===== src/rtl/dual_issue_stage.sv =====
// Dual-issue stage: routes a fetched instruction pair to the even/odd pipes and splits the pair on structural or RAW hazards.
// Optional macro ISSUE_STATS_EN adds saturating dual/single issue counters.
module dual_issue_stage #(
  parameter logic [31:0] NOP_EVEN = 32'h0020_0000,
  parameter logic [31:0] NOP_ODD  = 32'h4020_0000
) (
  input  logic        clock,
  input  logic        reset,
  input  logic [31:0] first_inst,
  input  logic [31:0] second_inst,
  input  logic [31:0] pc_in,
  input  logic        flush,
  input  logic        stall_in,
  output logic        stall_out,
  output logic [31:0] even_inst,
  output logic [31:0] even_pc,
  output logic        even_valid,
  output logic [31:0] odd_inst,
  output logic [31:0] odd_pc,
  output logic        odd_valid
`ifdef ISSUE_STATS_EN
  ,
  output logic [31:0] dual_issue_cnt,
  output logic [31:0] single_issue_cnt
`endif
);

  typedef enum logic {PAIR, HOLD} state_t;

  typedef struct packed {
    logic [31:0] inst;
    logic [31:0] pc;
    logic        valid;
  } slot_t;

  // Instruction bit 0 is the MSB, so opcode [0:10] is [31:21] here and pipe bit [1] is [30].
  function automatic logic is_nop(input logic [10:0] opcode);
    return (opcode == 11'b00000000001) || (opcode == 11'b01000000001);
  endfunction

  state_t      state;
  logic [31:0] hold_inst;
  logic [31:0] hold_pc;

  logic        first_nop, second_nop;
  logic        raw_hz, struct_hz, hazard;
  logic [31:0] second_pc;

  assign first_nop  = is_nop(first_inst[31:21]);
  assign second_nop = is_nop(second_inst[31:21]);
  assign second_pc  = pc_in + 32'd4;
  assign raw_hz     = (second_inst[13:7] == first_inst[6:0]) || (second_inst[20:14] == first_inst[6:0]);
  assign struct_hz  = (first_inst[30] == second_inst[30]);
  assign hazard     = !first_nop && !second_nop && (raw_hz || struct_hz);

  assign stall_out  = stall_in || ((state == PAIR) && hazard && !flush);

  // Candidate instructions for this cycle: the held one alone, the first alone, or the full pair.
  logic [31:0] c0_inst, c0_pc, c1_inst, c1_pc;
  logic        c1_use, c0_nop, c1_nop;
  slot_t       nxt_even, nxt_odd;

  always_comb begin
    // NOTE: every combinational output gets a default first so no path leaves it unassigned (no latch).
    c0_inst  = first_inst;
    c0_pc    = pc_in;
    c1_inst  = second_inst;
    c1_pc    = second_pc;
    c1_use   = !hazard;
    if (state == HOLD) begin
      c0_inst = hold_inst;
      c0_pc   = hold_pc;
      c1_use  = 1'b0;
    end
    c0_nop   = is_nop(c0_inst[31:21]);
    c1_nop   = is_nop(c1_inst[31:21]);
    nxt_even = '{inst: NOP_EVEN, pc: 32'd0, valid: 1'b0};
    nxt_odd  = '{inst: NOP_ODD,  pc: 32'd0, valid: 1'b0};
    // Place nops before real instructions so a real one always wins a shared slot.
    if (c0_nop) begin
      if (c0_inst[30]) nxt_odd = '{c0_inst, c0_pc, 1'b0};
      else             nxt_even = '{c0_inst, c0_pc, 1'b0};
    end
    if (c1_use && c1_nop) begin
      if (c1_inst[30]) nxt_odd = '{c1_inst, c1_pc, 1'b0};
      else             nxt_even = '{c1_inst, c1_pc, 1'b0};
    end
    if (!c0_nop) begin
      if (c0_inst[30]) nxt_odd = '{c0_inst, c0_pc, 1'b1};
      else             nxt_even = '{c0_inst, c0_pc, 1'b1};
    end
    if (c1_use && !c1_nop) begin
      if (c1_inst[30]) nxt_odd = '{c1_inst, c1_pc, 1'b1};
      else             nxt_even = '{c1_inst, c1_pc, 1'b1};
    end
  end

  // NOTE: sequential state uses non-blocking assignments so every register samples pre-edge values.
  always_ff @(posedge clock or posedge reset) begin
    if (reset) begin
      state      <= PAIR;
      hold_inst  <= 32'd0;
      hold_pc    <= 32'd0;
      even_inst  <= NOP_EVEN;
      even_pc    <= 32'd0;
      even_valid <= 1'b0;
      odd_inst   <= NOP_ODD;
      odd_pc     <= 32'd0;
      odd_valid  <= 1'b0;
    end else if (flush) begin
      state      <= PAIR;
      hold_inst  <= 32'd0;
      hold_pc    <= 32'd0;
      even_inst  <= NOP_EVEN;
      even_pc    <= 32'd0;
      even_valid <= 1'b0;
      odd_inst   <= NOP_ODD;
      odd_pc     <= 32'd0;
      odd_valid  <= 1'b0;
    end else if (!stall_in) begin
      even_inst  <= nxt_even.inst;
      even_pc    <= nxt_even.pc;
      even_valid <= nxt_even.valid;
      odd_inst   <= nxt_odd.inst;
      odd_pc     <= nxt_odd.pc;
      odd_valid  <= nxt_odd.valid;
      if (state == HOLD) begin
        state <= PAIR;
      end else if (hazard) begin
        state     <= HOLD;
        hold_inst <= second_inst;
        hold_pc   <= second_pc;
      end
    end
  end

`ifdef ISSUE_STATS_EN
  always_ff @(posedge clock or posedge reset) begin
    if (reset) begin
      dual_issue_cnt   <= 32'd0;
      single_issue_cnt <= 32'd0;
    end else if (!flush && !stall_in) begin
      if (nxt_even.valid && nxt_odd.valid && (dual_issue_cnt != 32'hFFFF_FFFF))
        dual_issue_cnt <= dual_issue_cnt + 32'd1;
      if ((nxt_even.valid ^ nxt_odd.valid) && (single_issue_cnt != 32'hFFFF_FFFF))
        single_issue_cnt <= single_issue_cnt + 32'd1;
    end
  end
`endif

endmodule


===== config.mk =====
export PLATFORM = sky130hd
export DESIGN_NAME = dual_issue_stage
export DESIGN_NICKNAME = d
export VERILOG_FILES = /design/src/rtl/dual_issue_stage.sv
export SDC_FILE = /design/constraint.sdc
export NUM_CORES = 1
export LEC_CHECK = 0
export CORE_ASPECT_RATIO = 1.1
export CORE_MARGIN = 2
export CORE_UTILIZATION = 50
export CTS_CLUSTER_SIZE = 14
export DETAILED_ROUTE_END_ITERATION = 7
export GPL_ROUTABILITY_DRIVEN = 0
export PLACE_DENSITY = 0.84
export SYNTH_ARGS = -nofsm -noshare
export SYNTH_HDL_FRONTEND = slang
export SYNTH_SLANG_ARGS = --single-unit

===== constraint.sdc =====
create_clock -name clock -period 7.3 [get_ports clock]
set_input_delay 0.73 -clock clock [delete_from_list [all_inputs] [get_ports clock]]
set_output_delay 0.73 -clock clock [all_outputs]
set_load 0.05 [all_outputs]

==> reports/metrics.yaml <==
setup_violations: 0
vias: 9592
period_minus_slack_ns: 4.58
cts_hold_buf: 0
syn-cell-area_mm2: 0.0101
pre_cts_ws_ns: 2.80
antenna_found_initial: 2
path_max_fanout: 7
syn_area_per_cell_um2: 10.2
reg2reg_depth: 5
clock_path_buffers: 2
path_cells: "clkdlybuf4s50_1 > xnor2_1 > nand4_1 > o41a_1 > a211o_1 > o31ai_1 > clkdlybuf4s50_1"
fin_nets: 1254
hold_path_depth: 2
slew_violations: 0
cts_buffers: 17
leakage_nw: 5.17
cts_sinks: 193
r2r_slack_ns: 3.47
ios: 231
clk_pin_slew_ns: 0.08
synth_top_cell_area_share: 0.472
cts_setup_buffers: 0
setup_slack_ns: 2.72
synth_top_area_cell: "dfrtp_1"
wl_met1_mm: 13.5
synthArstFlopShare: 1.00
grt_pass1_wl_mm: 55.1
syn_nets: 1090
criticalPathCategory: "in2out"
drt-initial-drc-count: 938
fmaxAchievable_mhz: 219
dr_wl_met2_mm: 16.6
yosys-top-cells-area: "dfrtp_1, o211ai_1, mux2i_1"
portBuffers: 228
dr.max_layer_used: "met4"
cts.htree.levels: 4
first_pass_iters: 6
wl_mm: 35.0
rsz0062_at_grt: "false"
wl_met3_mm: 3.64
worstHoldPathType: "reg2reg"
synth_seq_area_share: 0.477
worst_skew_pair.late_latency_ns: 0.44
start_util: 0.510
peakVddDrop_v: 0.000175
synth_edf_count: 0
tritoncts: "built"
cp_top_family: "buffers and inverters"
final_layout_size_suffix_gt1_frac: 0.0618
grt_max_degree: 137
critPathArrivalTime_ns: 3.85
end_kind: "primary output"
slowest_stage: "clkdlybuf4s50_1"
wl_per_cell_um: 24.6
via_per_inst: 6.76
tightest_slew_ns: 1.30
hold_viol_final: 0
required_ns: 6.57
crit_cells: 7
num-fill-cells: 1532
fp.dieArea_mm2: 0.0214
start_kind: "input pin"
dp_hpwl_mm: 22.4
rows: 54
p_per_area_mw_per_mm2: 221
fin_setup_tns_ns: 0
yosysUniqueCellTypes: 65
grt_pass1_vias: 9815
die_h_um: 153
synth_cells: 989
max_stage_delay_ns: 0.89
grt_usage: 0.325
design_area_mm2: 0.0131
place_area_mm2: 0.0125
status: "complete, no violations"
synth_seq_cells: 193
min_period_over_period: 0.627
grt_overflow: 0
drc: 0
core_area_mm2: 0.0199
crit_path_frequent_cell: "clkdlybuf4s50_1"
slew_headroom: 0.129
ant_nets: 0
crit_buf_inv: 2
ys_dominant_reg_cell: "dfrtp_1"
yosysWarnings: 0
skew_ns: 0.0114
drv_cap: 0
area_delta_synth_final_pct: 29.1
cts_resized: 0
root_buffer: "clkbuf_16"
dieWidth_um: 140
[report_power, final]
part,internal [mW],switching (mW),total (mW)
registers,1.14,0.0504,1.19
logic,0.235,0.452,0.687
clock network,0.582,0.428,1.01
total,1.96,0.931,2.89
[logic make-up after synthesis]
logic type,after synthesis,share of synthesized area
DFF,193,0.477
adders and majority gates,1,0.00123
buffers and inverters,105,0.0446
muxes,63,0.0627
other,2,0.000741
xor gates and xnor gates,39,0.0337
and+or+nand+nor,263,0.129
AOI/OAI and AO/OA,323,0.252
[state kept, by name, summed over array words and instances (netlist names)]
signal	count
even_pc	32
hold_pc	32
odd_valid	1
odd_pc	32
hold_inst	32
state	1
even_inst	31
odd_inst	31
even_valid	1
[layout by cell type (no fill, tap or decap), types with 15 or more instances in the layout]
master and n:
clkdlybuf4s50_1 228, dfrtp_1 190, o211ai_1 120, nand2_1 104
mux2i_1 59, a22o_1 56, nor2_1 32, a221o_1 27
xnor2_1 25, o311ai_1 25, a21oi_1 23, nor4_1 23
nand4_1 20, clkbuf_16 17, nand3_1 15, o21ai_0 15
[metal layers]
layer | vias to the layer above | GRT usage
met5 | - | 0
met4 | 0 | 0.147
met3 | 102 | 0.0721
met2 | 644 | 0.508
met1 | 4709 | 0.434
li1 | 4137 | -
[final timing paths]
path	start	to
worst max-delay path	first_inst[2]	stall_out
worst min-delay path	odd_inst[19]$_DFFE_PP0P_	odd_inst[19]$_DFFE_PP0P_
worst max register to register	state$_DFFE_PP0P_	even_pc[7]$_DFFE_PP0P_
worst min register to register	odd_inst[19]$_DFFE_PP0P_	odd_inst[19]$_DFFE_PP0P_
max in group asynchronous	reset	even_inst[28]$_DFFE_PP0P_
min in group asynchronous	reset	odd_inst[4]$_DFFE_PP0P_
[tightest hold or removal path: stages, from the launching register on]
cell and delay (ns):
dfrtp_1 0.34, nand2_1 0.05, o41ai_1 0.05
[final cells by class]
cell class | instances | area, µm² | area share
Multi-Input combinational cell | 691 | 4900 | 0.374
Sequential cell | 193 | 4840 | 0.369
Timing Repair Buffer | 239 | 2360 | 0.181
Clock buffer | 18 | 439 | 0.0335
Tap cell | 252 | 315 | 0.0241
Clock inverter | 13 | 181 | 0.0139
Inverter | 11 | 48.8 | 0.00373
Antenna cell | 2 | 5.00 | 0.000382
[through the flow]
step	cells	total power [mW]	hold slack (ns)	utilization
after detailed placement	1386	1.89	0.460	0.627
after floorplan	989	1.62	0.451	-
after CTS	1417	2.89	0.475	0.659
after global placement	1386	1.88	0.456	0.627
final	1419	2.89	0.476	0.659
after global routing	1418	2.99	0.489	0.659
[cell usage after synthesis (4+ instances only)]
| cell | count |
|---|---|
| nor2b_1 | 7 |
| o31ai_1 | 6 |
| xnor2_1 | 25 |
| a22o_1 | 56 |
| a21oi_1 | 23 |
| nand4_1 | 20 |
| nor3_1 | 13 |
| xor2_1 | 14 |
| or4_1 | 4 |
| clkbuf_1 | 57 |
| a221o_1 | 27 |
| nand3_1 | 15 |
| buf_2 | 31 |
| nand2b_1 | 4 |
| o21a_1 | 4 |
| or3b_1 | 4 |
| nand2_1 | 106 |
| inv_1 | 11 |
| dfrtp_1 | 191 |
| o21ai_0 | 15 |
| and2_1 | 7 |
| o311ai_1 | 25 |
| mux2_2 | 4 |
| and3_1 | 9 |
| mux2i_1 | 59 |
| o2bb2ai_1 | 7 |
| o22ai_1 | 4 |
| nor4_1 | 23 |
| and4_1 | 6 |
| o221ai_1 | 5 |
| nor2_1 | 35 |
| o211ai_1 | 120 |
Note: power is estimated with default switching activity, not from simulation.
